<file path="src/rtl/mc_pkg.sv">
// mc_pkg: state encoding, opcodes, mux selects and per-state control decode
// shared by the multi-cycle MIPS controller.
package mc_pkg;

    typedef enum logic [3:0] {
        S_FETCH    = 4'd0,
        S_DECODE   = 4'd1,
        S_MEM_ADDR = 4'd2,
        S_MEM_RD   = 4'd3,
        S_MEM_WB   = 4'd4,
        S_MEM_WR   = 4'd5,
        S_R_EX     = 4'd6,
        S_R_WB     = 4'd7,
        S_BRANCH   = 4'd8,
        S_JUMP     = 4'd9,
        S_ADDI_EX  = 4'd10,
        S_ADDI_WB  = 4'd11,
        S_TRAP     = 4'd15
    } state_t;

    localparam logic [5:0] OP_RTYPE = 6'h00;
    localparam logic [5:0] OP_LW    = 6'h23;
    localparam logic [5:0] OP_SW    = 6'h2B;
    localparam logic [5:0] OP_BEQ   = 6'h04;
    localparam logic [5:0] OP_J     = 6'h02;
    localparam logic [5:0] OP_ADDI  = 6'h08;

    localparam logic [1:0] ALUOP_ADD   = 2'b00;
    localparam logic [1:0] ALUOP_SUB   = 2'b01;
    localparam logic [1:0] ALUOP_FUNCT = 2'b10;

    localparam logic [1:0] SRCB_RT     = 2'b00;
    localparam logic [1:0] SRCB_FOUR   = 2'b01;
    localparam logic [1:0] SRCB_IMM    = 2'b10;
    localparam logic [1:0] SRCB_IMM_SH = 2'b11;

    localparam logic [1:0] PCSRC_ALU    = 2'b00;
    localparam logic [1:0] PCSRC_ALUOUT = 2'b01;
    localparam logic [1:0] PCSRC_JUMP   = 2'b10;

    typedef struct packed {
        logic       mem_read;
        logic       mem_write;
        logic       iord;
        logic       ack_strobe;     // ir_write and pc_we follow mem_ack
        logic       pc_we;
        logic       pc_we_on_zero;
        logic [1:0] pc_source;
        logic       reg_write;
        logic       reg_dst;
        logic       mem_to_reg;
        logic       alu_src_a;
        logic [1:0] alu_src_b;
        logic [1:0] alu_op;
    } ctrl_t;

    function automatic ctrl_t decode_ctrl(input state_t s);
        ctrl_t c;
        c = '0;
        case (s)
            S_FETCH: begin
                c.mem_read   = 1'b1;
                c.ack_strobe = 1'b1;
                c.alu_src_b  = SRCB_FOUR;
                c.alu_op     = ALUOP_ADD;
                c.pc_source  = PCSRC_ALU;
            end
            S_DECODE: begin
                c.alu_src_b = SRCB_IMM_SH;
                c.alu_op    = ALUOP_ADD;
            end
            S_MEM_ADDR, S_ADDI_EX: begin
                c.alu_src_a = 1'b1;
                c.alu_src_b = SRCB_IMM;
                c.alu_op    = ALUOP_ADD;
            end
            S_MEM_RD: begin
                c.mem_read = 1'b1;
                c.iord     = 1'b1;
            end
            S_MEM_WB: begin
                c.reg_write  = 1'b1;
                c.mem_to_reg = 1'b1;
            end
            S_MEM_WR: begin
                c.mem_write = 1'b1;
                c.iord      = 1'b1;
            end
            S_R_EX: begin
                c.alu_src_a = 1'b1;
                c.alu_src_b = SRCB_RT;
                c.alu_op    = ALUOP_FUNCT;
            end
            S_R_WB: begin
                c.reg_write = 1'b1;
                c.reg_dst   = 1'b1;
            end
            S_BRANCH: begin
                c.alu_src_a     = 1'b1;
                c.alu_src_b     = SRCB_RT;
                c.alu_op        = ALUOP_SUB;
                c.pc_source     = PCSRC_ALUOUT;
                c.pc_we_on_zero = 1'b1;
            end
            S_JUMP: begin
                c.pc_source = PCSRC_JUMP;
                c.pc_we     = 1'b1;
            end
            S_ADDI_WB: begin
                c.reg_write = 1'b1;
            end
            default: c = '0;
        endcase
        return c;
    endfunction

endpackage

</file>
<file path="src/rtl/multicycle_ctrl_if.sv">
// multicycle_ctrl_if: req/ack memory handshake between controller (master)
// and the instruction/data memory (slave).
interface multicycle_ctrl_if;
    logic mem_read;
    logic mem_write;
    logic iord;
    logic mem_ack;

    modport master (
        output mem_read,
        output mem_write,
        output iord,
        input  mem_ack
    );

    modport slave (
        input  mem_read,
        input  mem_write,
        input  iord,
        output mem_ack
    );
endinterface

</file>
<file path="src/rtl/mc_wait_timer.sv">
// mc_wait_timer: counts unacknowledged memory cycles and flags the cycle in
// which the count would reach WAIT_MAX. Cleared whenever the FSM changes state.
module mc_wait_timer #(
    parameter int unsigned WAIT_MAX = 16
) (
    input  logic clk,
    input  logic rst_n,
    input  logic clear,
    input  logic count,
    output logic timeout
);
    localparam logic [7:0] LAST = 8'(WAIT_MAX - 1);

    logic [7:0] cnt_q, cnt_d;

    always_comb begin
        cnt_d = cnt_q;
        if (clear) begin
            cnt_d = '0;
        end else if (count) begin
            cnt_d = cnt_q + 8'd1;
        end
    end

    // an ack in the reaching cycle deasserts count, so it wins over the trap
    assign timeout = count && (cnt_q == LAST);

    always_ff @(posedge clk or negedge rst_n) begin
        if (!rst_n) begin
            cnt_q <= '0;
        end else begin
            cnt_q <= cnt_d;
        end
    end
endmodule

</file>
<file path="src/rtl/multicycle_ctrl.sv">
// multicycle_ctrl: Moore FSM sequencing the multi-cycle MIPS datapath over a
// req/ack memory. Define MC_PERF_EN to add cycle_cnt/instr_cnt counters.
module multicycle_ctrl
    import mc_pkg::*;
#(
    parameter int unsigned WAIT_MAX = 16
`ifdef MC_PERF_EN
    ,
    parameter int unsigned CNT_W = 32
`endif
) (
    input  logic              clk,
    input  logic              rst_n,
    input  logic [5:0]        op,
    input  logic              zero,
    multicycle_ctrl_if.master mem,
    output logic              ir_write,
    output logic              pc_we,
    output logic [1:0]        pc_source,
    output logic              reg_write,
    output logic              reg_dst,
    output logic              mem_to_reg,
    output logic              alu_src_a,
    output logic [1:0]        alu_src_b,
    output logic [1:0]        alu_op,
    output logic [3:0]        state,
    output logic              trap
`ifdef MC_PERF_EN
    ,
    output logic [CNT_W-1:0]  cycle_cnt,
    output logic [CNT_W-1:0]  instr_cnt
`endif
);
    localparam ctrl_t CTRL_RESET = decode_ctrl(S_FETCH);

    state_t state_q, state_d;
    logic   trap_q, trap_d;
    ctrl_t  ctrl_q, ctrl_d;
    logic   in_mem_state, waiting, state_change, timeout;

    assign in_mem_state = (state_q == S_FETCH) || (state_q == S_MEM_RD) ||
                          (state_q == S_MEM_WR);
    assign waiting      = in_mem_state && !mem.mem_ack;
    assign state_change = (state_d != state_q);

    mc_wait_timer #(.WAIT_MAX(WAIT_MAX)) u_wait_timer (
        .clk    (clk),
        .rst_n  (rst_n),
        .clear  (state_change),
        .count  (waiting),
        .timeout(timeout)
    );

    always_comb begin
        state_d = state_q;
        trap_d  = trap_q;
        case (state_q)
            S_FETCH: begin
                if (mem.mem_ack)  state_d = S_DECODE;
                else if (timeout) state_d = S_TRAP;
            end
            S_DECODE: begin
                case (op)
                    OP_RTYPE:     state_d = S_R_EX;
                    OP_LW, OP_SW: state_d = S_MEM_ADDR;
                    OP_BEQ:       state_d = S_BRANCH;
                    OP_J:         state_d = S_JUMP;
                    OP_ADDI:      state_d = S_ADDI_EX;
                    default:      state_d = S_TRAP;
                endcase
            end
            S_MEM_ADDR: state_d = (op == OP_LW) ? S_MEM_RD : S_MEM_WR;
            S_MEM_RD: begin
                if (mem.mem_ack)  state_d = S_MEM_WB;
                else if (timeout) state_d = S_TRAP;
            end
            S_MEM_WR: begin
                if (mem.mem_ack)  state_d = S_FETCH;
                else if (timeout) state_d = S_TRAP;
            end
            S_R_EX:    state_d = S_R_WB;
            S_ADDI_EX: state_d = S_ADDI_WB;
            S_MEM_WB, S_R_WB, S_BRANCH, S_JUMP, S_ADDI_WB: state_d = S_FETCH;
            default:   state_d = S_TRAP;
        endcase
        if (state_d == S_TRAP) trap_d = 1'b1;
        ctrl_d = decode_ctrl(state_d);
    end

    // control word is registered from the next state so it always matches state_q
    always_ff @(posedge clk or negedge rst_n) begin
        if (!rst_n) begin
            state_q <= S_FETCH;
            trap_q  <= 1'b0;
            ctrl_q  <= CTRL_RESET;
        end else begin
            state_q <= state_d;
            trap_q  <= trap_d;
            ctrl_q  <= ctrl_d;
        end
    end

    assign mem.mem_read  = rst_n & ctrl_q.mem_read;
    assign mem.mem_write = rst_n & ctrl_q.mem_write;
    assign mem.iord      = rst_n & ctrl_q.iord;
    assign ir_write      = rst_n & ctrl_q.ack_strobe & mem.mem_ack;
    assign pc_we         = rst_n & (ctrl_q.pc_we |
                                    (ctrl_q.ack_strobe & mem.mem_ack) |
                                    (ctrl_q.pc_we_on_zero & zero));
    assign pc_source     = rst_n ? ctrl_q.pc_source : '0;
    assign reg_write     = rst_n & ctrl_q.reg_write;
    assign reg_dst       = rst_n & ctrl_q.reg_dst;
    assign mem_to_reg    = rst_n & ctrl_q.mem_to_reg;
    assign alu_src_a     = rst_n & ctrl_q.alu_src_a;
    assign alu_src_b     = rst_n ? ctrl_q.alu_src_b : '0;
    assign alu_op        = rst_n ? ctrl_q.alu_op : '0;
    assign state         = rst_n ? 4'(state_q) : '0;
    assign trap          = rst_n & trap_q;

`ifdef MC_PERF_EN
    logic [CNT_W-1:0] cycle_q, cycle_d;
    logic [CNT_W-1:0] instr_q, instr_d;

    always_comb begin
        cycle_d = cycle_q;
        instr_d = instr_q;
        if (state_q != S_TRAP) cycle_d = cycle_q + CNT_W'(1);
        if ((state_d == S_FETCH) && (state_q != S_FETCH)) instr_d = instr_q + CNT_W'(1);
    end

    always_ff @(posedge clk or negedge rst_n) begin
        if (!rst_n) begin
            cycle_q <= '0;
            instr_q <= '0;
        end else begin
            cycle_q <= cycle_d;
            instr_q <= instr_d;
        end
    end

    assign cycle_cnt = cycle_q;
    assign instr_cnt = instr_q;
`endif

endmodule
</file>
<file path="src/flat_wrapper.sv">
// flat-port wrapper written by rule: the top's interface ports become plain ports
module multicycle_ctrl_flat import mc_pkg::*;
#(
    parameter int unsigned WAIT_MAX = 16

)
  (clk, rst_n, op, zero, ir_write, pc_we, pc_source, reg_write, reg_dst, mem_to_reg, alu_src_a, alu_src_b, alu_op, state, trap, mem_mem_read, mem_mem_write, mem_iord, mem_mem_ack);
  multicycle_ctrl_if mem_i ();
  input  logic clk;
  input  logic rst_n;
  input  logic [5:0] op;
  input  logic zero;
  output logic ir_write;
  output logic pc_we;
  output logic [1:0] pc_source;
  output logic reg_write;
  output logic reg_dst;
  output logic mem_to_reg;
  output logic alu_src_a;
  output logic [1:0] alu_src_b;
  output logic [1:0] alu_op;
  output logic [3:0] state;
  output logic trap;
  output wire logic [$bits(mem_i.mem_read)-1:0] mem_mem_read;
  output wire logic [$bits(mem_i.mem_write)-1:0] mem_mem_write;
  output wire logic [$bits(mem_i.iord)-1:0] mem_iord;
  input wire logic [$bits(mem_i.mem_ack)-1:0] mem_mem_ack;
  assign mem_mem_read = mem_i.mem_read;
  assign mem_mem_write = mem_i.mem_write;
  assign mem_iord = mem_i.iord;
  assign mem_i.mem_ack = mem_mem_ack;
  multicycle_ctrl #(.WAIT_MAX(WAIT_MAX)) u_core (.clk(clk), .rst_n(rst_n), .op(op), .zero(zero), .mem(mem_i), .ir_write(ir_write), .pc_we(pc_we), .pc_source(pc_source), .reg_write(reg_write), .reg_dst(reg_dst), .mem_to_reg(mem_to_reg), .alu_src_a(alu_src_a), .alu_src_b(alu_src_b), .alu_op(alu_op), .state(state), .trap(trap));
endmodule
</file>
<file path="config.mk">
export PLATFORM = sky130hd
export DESIGN_NAME = multicycle_ctrl_flat
export DESIGN_NICKNAME = d
export VERILOG_FILES = /design/src/rtl/mc_pkg.sv /design/src/rtl/multicycle_ctrl_if.sv /design/src/rtl/mc_wait_timer.sv /design/src/rtl/multicycle_ctrl.sv /design/src/flat_wrapper.sv
export SDC_FILE = /design/constraint.sdc
export NUM_CORES = 1
export LEC_CHECK = 0
export BUFFER_PORTS_ARGS = -buffer_cell sky130_fd_sc_hd__buf_2
export CORE_ASPECT_RATIO = 0.75
export CORE_MARGIN = 3
export CORE_UTILIZATION = 55
export DETAILED_ROUTE_END_ITERATION = 8
export PLACE_DENSITY = 0.75
export SYNTH_ARGS = -nofsm -noshare
export SYNTH_HDL_FRONTEND = slang
export SYNTH_SLANG_ARGS = --single-unit
</file>
<file path="constraint.sdc">
create_clock -name clk -period 3.1 [get_ports clk]
set_input_delay 0.465 -clock clk [delete_from_list [all_inputs] [get_ports clk]]
set_output_delay 0.465 -clock clk [all_outputs]
set_load 0.005 [all_outputs]
</file>
# Word level (Yosys, flattened, before mapping)
# Index checks and enable logic that the tools add are counted.
# word_totals
ff_bits,29
output_inout_bits,20
# classes
n_addsub,1
eq_ne,30
n_mux,25
bitwise,15
n_reduce_logical,16
# ops
cell,count
$pmux 4 s5,2
$eq 4x4->1 const B,9
$eq 4x3->1 const B,8
$pmux 4 s8,1
$mux 4,5
$eq 4x2->1 const B,4
$mux 8,2
$and 1x1->1,13
$eq 6x6->1 const B,2
$mux 1,10
$add 8x1->8 const B,1
$eq 4x1->1 const B,2
$eq 8x4->1 const B,1
$logic_not 4->1,2
$reduce_or 2->1,4
$eq 6x2->1 const B,1
$eq 6x3->1 const B,1
$eq 6x4->1 const B,1
$logic_not 6->1,1
$mux 2,3
$reduce_or 5->1,1
$ne 4x4->1,1
$pmux 2 s2,1
$reduce_or 4->1,1
other kinds (7),10

# Depth between registers and ports, before layout
# Gate-level depths: netlist of the first run.
# depth
depth_word,11
ltp_mapped,9

# Cells and area by module
# Synthesis of the first run repeated with hierarchy kept, for this count alone.
# hier_totals
cells_unflattened,181
hier_area_um2,1695.4
# modules_own_cells
mod,instances,cells_each,area_per_inst_um2,seq_area_each_um2
multicycle_ctrl,1,141,1281.2,504.2
mc_wait_timer,1,40,414.1,200.2

# Worst setup path before layout of the first run
# Ideal clock, no wire load.
# synth_timing
kind,input -> register
start,in mem_mem_ack
end,reg u_core.ctrl_q[4] (netlist name)
setup_ns,0.119
t_arrival_ns,2.067
t_required_ns,2.981
path_slack_ns,0.914
cell_stages,9
n_path_buf,3
cell_sequence,buf_2 -> nor3_1 -> a32o_1 -> buf_6 -> a22o_1 -> nand2b_1 -> buf_2 -> or3_4 -> and2_1
# synth_lines
element,line,rtl
"start, declared",flat_wrapper.sv:27,input wire logic [$bits(mem_i.mem_ack)-1:0] mem_mem_ack;
"end signal, assigned",multicycle_ctrl.sv:99,ctrl_q <= ctrl_d;
"end, declared",multicycle_ctrl.sv:38,"ctrl_t ctrl_q, ctrl_d;"

==> results.md, run 1 <==
- Vias in the first global route: 1,327
- Global-route total usage across every layer: 0.212
- Multiplexer share of the synthesized area: 0.0184
- Total power divided by cell area: 918 nW/um^2
- Max_cap viols: 0
- Initial Utilization: 0.611
- Most common cell after layout, fill and taps aside: buf_2
- Clock network power share: 0.116
- Max clock buf depth: 2
- Slew HR: 0.364
- Detailed-route wire length per cell: 14.9 um
- FF-to-FF Start: u_core.state_q[0]$_DFF_PN0_
- Part of the cycle the worst path needs: 0.781
- DRC violations left: 0
- R2R Setup Slk: 0.68 ns
- Setup Viol. Count Final: 0
- Synthesis-stage register bit count: 27
- Post_cts resized: 0
- Worst Hold Class: input pin to async pin
- CTS H-Tree Depth: 1
- Final min period: 2.42 ns
- Fin. Hold Viols: 0
- Gate power share: 0.558
- Yosys warns: 0
- Async SR Flop Fraction: 1.00
- Number of flops mapped to enable cells by yosys: 0
- Largest family of logic cells by synthesized area: simple AND/OR/NAND/NOR gates
- Synth cell types: 52
- CTS Hold Bufs: 0
- Fillers: 247
- Clk slew on worst S/H paths: 0.09 ns
- Final setup margin: 0.680 ns
- Cells after synthesis: 187
- RR Endpoint: u_core.ctrl_q[7]$_DFF_PN0_
- Area of the multi-input gates: 952 sq um
- Layout cell share with drive strength beyond 1: 0.221
- GP Congestion: 0.892
- Unrepaired setup endpoints after global routing: false
- Seq/Total Area, Yosys: 0.400
- VDD IR max: 0.596 mV
- LEAKAGE: 0.873 nW
- CTS buffer count: 3
- Top_reg_cell synth: dfrtp_1
- Drt pass-1 iters: 4
- Vias: 1,498
- Gr ovfl total: 0
- Power, Total: 1.75 mW
- Routed vias/inst: 6.02
- Worst path required time: 3.27 ns
- CTS tree: yes
- CP Launch Type: flop
- Nets: 225
- First-pass GRT wire length: 6.26 mm
- CTS sink cnt: 27
- ANT cells: 0
- Sw Share: 0.466
- Post-synthesis adder-cell area fraction: 0.00736
- Row Count: 16
- Xor/xnor share of the synthesized area: 0.0567
- DRT iter0 DRCs: 211
- Slowest stage delay, CP: 0.55 ns
- Routed wire length: 3.72 mm
- Core area: 2780 sq um
- Post-route ant nets: 0
- Synth Area in Compound Gates: 0.140
- Clock skew: 0.00432 ns
- Synthesized area: 1700 sq um
- CP top delay family: compound AO/OA/AOI/OAI gates
- Slew @ Worst Pin: 0.951 ns
- Max FO, Critical Path: 16
- Crit Path Class: flop to flop
- Internal: 936 uW
- Worst R2R Path Depth: 7
- # port buffers: 29
- Io pins: 30
- Die Ht: 54.2 um
- Worst Path Buf+Inv: 1
- Largest net degree at the start of global routing: 37
- Switching power: 817 uW
- Status: complete, no violations
- Setup TNS: 0 ns
- Maximum clock rate: 0.413 GHz
- CP Capture Type: flop
- Die W: 70.2 um
- Clock latency on the worst-skew pair: 0.27 ns
- Critical Path AT: 2.59 ns
- Setup Buffers After CTS: 0
- Dpl hpwl: 2.61 mm
- Crit path max-delay cell type: dfrtp_1
- Initial antenna violation count: 0
- Commonest cells after routing, fill and taps aside: buf_2 (29), dfrtp_1 (24), and2_1 (21), nor2_1 (20)
- Die ar.: 3800 sq um
- Synthesized Nets: 198
- DP Worst Slack: 0.706 ns
- Simple-Gate Fraction of Synth Area: 0.338
- Root buf cell: clkbuf_8
- Area delta synth->final: 12.2%
- Mean post-synth cell area: 9.09 sq um
- Storage cell area: 679 sq um
- Sequential Power Share: 0.327
- Pins Over Slew Limit: 0
- Worst-path cell chain: nand2b_4 -> a32o_1 -> a211o_1 -> a21oi_2 -> inv_2 -> xnor2_1 -> o31ai_1
[registers in the layout, summed over array words and instances (netlist names)]
register                   cells
u_core.u_wait_timer.cnt_q      8
u_core.ctrl_q                 14
u_core.state_q                 4
u_core.trap_q                  1
[power groups by stage]
stage / sequential, mW / clock [mW] / combinational [mW]
2_1_floorplan: 0.506 / 0 / 0.810
5_1_grt: 0.593 / 0.226 / 1.08
3_3_place_gp: 0.570 / 0 / 0.944
6_report: 0.573 / 0.203 / 0.977
4_1_cts: 0.570 / 0.209 / 0.974
3_5_place_dp: 0.578 / 0 / 0.965
[routing by layer]
layer,up-vias,wire (um),global-route usage
li1,732,-,-
met1,697,1700,0.294
met2,64,1690,0.348
met4,0,32,0.0478
met3,5,291,0.0448
met5,-,0,0
[worst max path at each step]
stage          slack, ns                   startpoint  depth (start not counted)                    endpoint
2_1_floorplan       0.91                  mem_mem_ack                          9  u_core.ctrl_q[4]$_DFF_PN0_
3_3_place_gp        0.74                  mem_mem_ack                          8  u_core.ctrl_q[7]$_DFF_PN0_
5_1_grt             0.47  u_core.state_q[0]$_DFF_PN0_                          7  u_core.ctrl_q[7]$_DFF_PN0_
4_1_cts             0.68  u_core.state_q[0]$_DFF_PN0_                          7  u_core.ctrl_q[7]$_DFF_PN0_
6_report            0.68  u_core.state_q[0]$_DFF_PN0_                          7  u_core.ctrl_q[7]$_DFF_PN0_
3_5_place_dp        0.71  u_core.state_q[0]$_DFF_PN0_                          7  u_core.ctrl_q[7]$_DFF_PN0_
[kinds of logic after synthesis]
logic type,count (synthesis)
xor gates and xnor gates,11
DFF,27
adders and majority gates,1
buffers and inverters,15
AOI/OAI and AO/OA,32
muxes,3
and+or+nand+nor,98
[area by class of cell]
| cell class | count | area share |
|---|---|---|
| multi-input combinational | 145 | 0.499 |
| tap | 36 | 0.0236 |
| inverter | 6 | 0.0118 |
| sequential | 27 | 0.356 |
| clock inverter | 1 | 0.00393 |
| clock buffer | 3 | 0.0216 |
| timing repair buffer | 31 | 0.0839 |
[synth_stat cells (3+ instances only)]
library cell,instances,area [sq um]
dfrtp_1,24,601
and2_1,21,131
nor2_1,20,75.1
nand2_1,9,33.8
or4_1,9,67.6
nor3_1,7,35.0
nand3_1,6,30.0
o21ai_0,6,30.0
xnor2_1,6,52.6
inv_1,5,18.8
xor2_1,5,43.8
and3_1,4,25.0
buf_2,4,20.0
clkbuf_1,4,15.0
nand2b_1,4,25.0
nand4_1,4,25.0
dfstp_2,3,78.8
nor4b_1,3,26.3
o211ai_1,3,22.5
[through the flow]
step	hold slack, ns	cells	utilization	cell area (sq um)
2_1_floorplan	0.169	187	-	1700
3_3_place_gp	0.435	245	0.668	1860
3_5_place_dp	0.442	245	0.668	1860
4_1_cts	0.192	249	0.686	1910
5_1_grt	0.224	249	0.686	1910
6_report	0.185	249	0.686	1910
(Power assumes the default switching activity.)
==> run 2: changes to the inputs <==
CORE_UTILIZATION = 50   (was 55)
PLACE_DENSITY = 0.71   (was 0.75)
clock period = 2.1 ns   (was 3.1 ns; I/O delays follow)
==> results.md, run 2 (same netlist as run 1, synthesis figures left out) <==
- LEAKAGE: 1.07 nW
- Max reg flops: 14
- Global-route total usage across every layer: 0.233
- Internal: 1.83 mW
- Hold Crit Start: mem_mem_ack
- Initial Utilization: 0.551
- Gate power share: 0.668
- Gr ovfl total: 0
- Part of the cycle the worst path needs: 1.01
- Row Count: 17
- Drt pass-1 iters: 5
- Worst Hold Endpoint: u_core.ctrl_q[3]$_DFF_PN0_
- VDD IR max: 1.02 mV
- Slew HR: 0.630
- Die Ht: 56.5 um
- Routed vias/inst: 5.93
- Root buf cell: clkbuf_8
- CP Capture Type: flop
- FF-to-FF Start: u_core.state_q[1]$_DFF_PN0_
- Crit Path Class: flop to flop
- Worst Hold Class: input pin to flop
- First-pass GRT wire length: 7.65 mm
- Failing checks: negative setup slack
- CTS sink cnt: 27
- Io pins: 30
- Layout cell share with drive strength beyond 1: 0.382
- Total power divided by cell area: 1440 nW/um^2
- Worst hold path depth: 3
- DRC violations left: 0
- Unrepaired setup endpoints after global routing: true
- Critical Path AT: 2.32 ns
- Max FO, Critical Path: 8
- Pins Over Slew Limit: 0
- CTS H-Tree Depth: 1
- Slew @ Worst Pin: 0.556 ns
- Clk slew on worst S/H paths: 0.09 ns
- Post-route ant nets: 0
- Post-Route M1 WL: 1.95 mm
- Status: finished, violations left
- Commonest cells after routing, fill and taps aside: buf_4 (33), buf_2 (29), dfrtp_1 (22), and2_1 (21), nor2_1 (18)
- DRT iter0 DRCs: 206
- CTS buffer count: 3
- Vias: 1,703
- Core area: 3080 sq um
- Max Used Layer: met4
- Die W: 73.3 um
- Setup Viol. Count Final: 3
- Routed wire length: 4.77 mm
- R2R Setup Slk: -0.02 ns
- Clock network power share: 0.093
- Initial antenna violation count: 0
- Metal2 WL: 2.32 mm
- Detailed-route wire length per cell: 16.6 um
- Clock skew: 0.00228 ns
- Fin. Hold Viols: 0
- GP Congestion: 0.911
- CTS tree: yes
- Maximum clock rate: 0.473 GHz
- # port buffers: 29
- Most common cell after layout, fill and taps aside: buf_4
- Worst R2R Path Depth: 6
- Fillers: 233
- Final setup margin: -0.0156 ns
- Power, Total: 3.26 mW
- Nets: 261
- Max clock buf depth: 2
- Clock latency on the worst-skew pair: 0.27 ns
- RR Endpoint: u_core.u_wait_timer.cnt_q[6]$_DFFE_PN0P_
- ANT cells: 0
- Max_cap viols: 0
- Area delta synth->final: 32.9%
- Biggest regs: u_core.ctrl_q x14, u_core.u_wait_timer.cnt_q x8, u_core.state_q x4
- Hold WS: 0.385 ns
- Vias in the first global route: 1,676
- Sw Share: 0.440
- Sequential Power Share: 0.240
- Biggest register: u_core.ctrl_q
- Die ar.: 4140 sq um
- Largest net degree at the start of global routing: 24
- CP Launch Type: flop
- Final min period: 2.12 ns
- Dpl hpwl: 3.27 mm
- Metal3 WL: 347 um
- DP Worst Slack: -0.167 ns
- Switching power: 1.44 mW
- Worst path required time: 2.31 ns
==> run 2: worst max path at each step <==
stage,to,cells past startpoint,slack [ns],from
2_1_floorplan,u_core.ctrl_q[4]$_DFF_PN0_,8,0.06,u_core.state_q[0]$_DFF_PN0_
3_3_place_gp,u_core.u_wait_timer.cnt_q[6]$_DFFE_PN0P_,6,-0.03,u_core.state_q[0]$_DFF_PN0_
3_5_place_dp,u_core.ctrl_q[3]$_DFF_PN0_,7,-0.17,op[3]
4_1_cts,u_core.u_wait_timer.cnt_q[6]$_DFFE_PN0P_,7,0.01,u_core.state_q[1]$_DFF_PN0_
5_1_grt,u_core.u_wait_timer.cnt_q[6]$_DFFE_PN0P_,6,-0.09,u_core.state_q[1]$_DFF_PN0_
6_report,u_core.u_wait_timer.cnt_q[6]$_DFFE_PN0P_,6,-0.02,u_core.state_q[1]$_DFF_PN0_
==> run 2: worst max-delay path, stage by stage, from the launching register on <==
cell      delay [ns]
dfrtp_2         0.48
nand2b_1        0.20
a32o_2          0.28
a22o_1          0.24
o21a_4          0.23
or4_1           0.51
nor2_1          0.11
==> run 2: through the flow <==
| step | cells | utilization | TNS (ns) | instance area [sq um] |
|---|---|---|---|---|
| after detailed placement | 276 | 0.678 | -0.845 | 2090 |
| after CTS | 284 | 0.706 | 0 | 2180 |
| after global routing | 287 | 0.733 | -0.629 | 2260 |
| final | 287 | 0.733 | -0.0325 | 2260 |
| after floorplan | 187 | - | 0 | 1700 |
| after global placement | 276 | 0.678 | -0.138 | 2090 |
==> run 2: repair_timing <==
action,in CTS,in global routing
gates resized for setup,7,15
cloned,0,0
hold buffers,1,0
pin swaps,0,14
endpoints found under the hold margin,4,0
setup buffers,3,3
endpoints found under the setup margin,14,15
==> run 2: cell type report <==
type	instances	area (sq um)	share of cell area
clock inverter	1	7.51	0.00332
inverter	6	22.5	0.00997
sequential	27	682	0.302
tap	38	47.5	0.0210
clock buffer	3	41.3	0.0183
multi-input combinational	145	1000	0.444
timing repair buffer	67	457	0.202
==> run 2: metal layers <==
metal	up-vias	GRT usage
li1	802	-
met1	789	0.301
met2	91	0.385
met3	21	0.0555
met4	0	0.0672
met5	-	0
==> run 2: power groups by stage <==
| stage | registers (mW) | clock network (mW) | logic [mW] |
|---|---|---|---|
| final | 0.782 | 0.302 | 2.18 |
| after CTS | 0.762 | 0.318 | 1.96 |
| after detailed placement | 0.785 | 0 | 1.85 |
| after global placement | 0.772 | 0 | 1.80 |
| after floorplan | 0.747 | 0 | 1.20 |
| after global routing | 0.791 | 0.335 | 2.37 |
==> run 3: changes to the inputs <==
CORE_UTILIZATION = 55   (was 50)
PLACE_DENSITY = 0.75   (was 0.71)
clock period = 2.75 ns   (was 2.1 ns; I/O delays follow)
==> results.md, run 3 (same netlist as run 1, synthesis figures left out) <==
- Status: complete, no violations
- Area of the multi-input gates: 952 sq um
- Commonest cells after routing, fill and taps aside: buf_2 (29), dfrtp_1 (24), and2_1 (21), nor2_1 (20)
- Post-Route M1 WL: 1.84 mm
- Max_cap viols: 0
- Global-route total usage across every layer: 0.218
- Detailed-route wire length per cell: 15.4 um
- Post-route ant nets: 0
- Post_cts resized: 0
- Layout cell share with drive strength beyond 1: 0.228
- Max Used Layer: met4
- ANT cells: 0
- Gr ovfl total: 0
- Row Count: 16
- Cell Area, Placed: 1870 sq um
- Clock network power share: 0.118
- Area delta synth->final: 13.2%
- Worst path required time: 2.91 ns
- Clock latency on the worst-skew pair: 0.28 ns
- Sw Share: 0.467
- Pins Over Slew Limit: 0
- DRT iter0 DRCs: 134
- CP Launch Type: flop
- Metal3 WL: 215 um
- Max reg flops: 14
- Switching power: 943 uW
- First-pass GRT wire length: 6.47 mm
- CP Capture Type: flop
- Initial antenna violation count: 0
- Most common cell after layout, fill and taps aside: buf_2
- Total power divided by cell area: 1050 nW/um^2
- CTS Hold Bufs: 0
- Power, Total: 2.02 mW
- Routed wire length: 3.87 mm
- Initial Utilization: 0.611
- Root buf cell: clkbuf_8
- Worst Path Buf+Inv: 0
- Nets: 227
- DRC violations left: 0
- Hold WS: 0.126 ns
- Max FO, Critical Path: 16
- Largest net degree at the start of global routing: 38
- Metal2 WL: 1.77 mm
- VDD IR max: 0.550 mV
- CTS buffer count: 3
- Crit path max-delay cell type: dfrtp_1
- Internal: 1.08 mW
- Critical Path AT: 2.65 ns
- GP Congestion: 0.878
- R2R Setup Slk: 0.27 ns
- Setup TNS: 0 ns
- Unrepaired setup endpoints after global routing: false
- CP top delay family: compound AO/OA/AOI/OAI gates
- Slew @ Worst Pin: 0.952 ns
- Vias in the first global route: 1,404
- Maximum clock rate: 0.402 GHz
- Slew HR: 0.363
- Die Ht: 54.2 um
- Biggest regs: u_core.ctrl_q x14, u_core.u_wait_timer.cnt_q x8, u_core.state_q x4
- Gate power share: 0.570
- Io pins: 30
- Dpl hpwl: 2.76 mm
- Die ar.: 3800 sq um
- Final core utilization: 0.692
- Crit Path Class: flop to flop
- Clk slew on worst S/H paths: 0.10 ns
- Final min period: 2.48 ns
- Max clock buf depth: 2
- Setup Buffers After CTS: 0
- Die W: 70.2 um
- Sequential Power Share: 0.312
- Drt pass-1 iters: 4
- CTS H-Tree Depth: 1
- Part of the cycle the worst path needs: 0.904
- Vias: 1,515
- Clock skew: 0.00388 ns
- Design Area, Final: 1920 sq um
- Fin. Hold Viols: 0
- Storage cell area: 679 sq um
- Fillers: 238
- Worst-path cell chain: nor4b_2 -> a32o_1 -> a21oi_1 -> o32ai_1 -> or4_1 -> nor2_1
- Slowest stage delay, CP: 0.65 ns
- Routed vias/inst: 6.04
- Worst Hold Class: input pin to async pin
- LEAKAGE: 0.887 nW
- CTS tree: yes
- # port buffers: 29
- Biggest register: u_core.ctrl_q
- CTS sink cnt: 27
- Core area: 2780 sq um
- Setup Viol. Count Final: 0
[run 3: cell count changes in the layout (fill, tap and decap cells not counted), moves of 2 or more]
cell,change
nor2_1,+2
dfrtp_1,+2
buf_4,-29
nor3_1,+2
dfrtp_2,-2
nor2_2,-2
nor3_2,-2
buf_6,-3
[run 3: through the flow]
stage / setup slack (ns) / instances
floorplan: 0.616 / 187
global placement: 0.368 / 247
detailed placement: 0.321 / 247
CTS: 0.305 / 251
global route: 0.143 / 251
finish: 0.265 / 251
[run 3: metal layers]
layer | up-vias | global-route usage
li1 | 733 | -
met1 | 731 | 0.290
met2 | 45 | 0.365
met3 | 6 | 0.0485
met4 | 0 | 0.0605
met5 | - | 0
[run 3: layout make-up]
type | instances | share of cell area
repair buffers | 33 | 0.0910
flip-flops and latches | 27 | 0.353
multi-input cells | 145 | 0.495
inverters | 6 | 0.0117
clock inverters | 1 | 0.00455
well taps | 36 | 0.0234
clock buffers | 3 | 0.0215
[run 3: worst paths after layout]
path,startpoint,endpoint,cells past startpoint
max,u_core.state_q[0]$_DFF_PN0_,u_core.u_wait_timer.cnt_q[0]$_DFFE_PN0P_,6
min,rst_n,u_core.state_q[3]$_DFF_PN0_,1
max reg2reg,u_core.state_q[0]$_DFF_PN0_,u_core.u_wait_timer.cnt_q[0]$_DFFE_PN0P_,6
min reg2reg,u_core.trap_q$_DFFE_PN0N_,u_core.trap_q$_DFFE_PN0N_,1
max in group asynchronous,rst_n,u_core.u_wait_timer.cnt_q[2]$_DFFE_PN0P_,2
min in group clk,u_core.trap_q$_DFFE_PN0N_,u_core.trap_q$_DFFE_PN0N_,1
[run 3: worst reg2reg max path, stage by stage (launching register included)]
cell and delay, ns:
dfrtp_1 0.65, nor4b_2 0.37, a32o_1 0.43, a21oi_1 0.15, o32ai_1 0.49, or4_1 0.24, nor2_1 0.04
[run 3: power by group through the flow]
stage,clock (mW),combinational [mW],sequential [mW]
floorplan,0,0.913,0.571
detailed placement,0,1.14,0.636
global route,0.261,1.29,0.649
CTS,0.247,1.14,0.628
finish,0.239,1.15,0.629
global placement,0,1.10,0.634
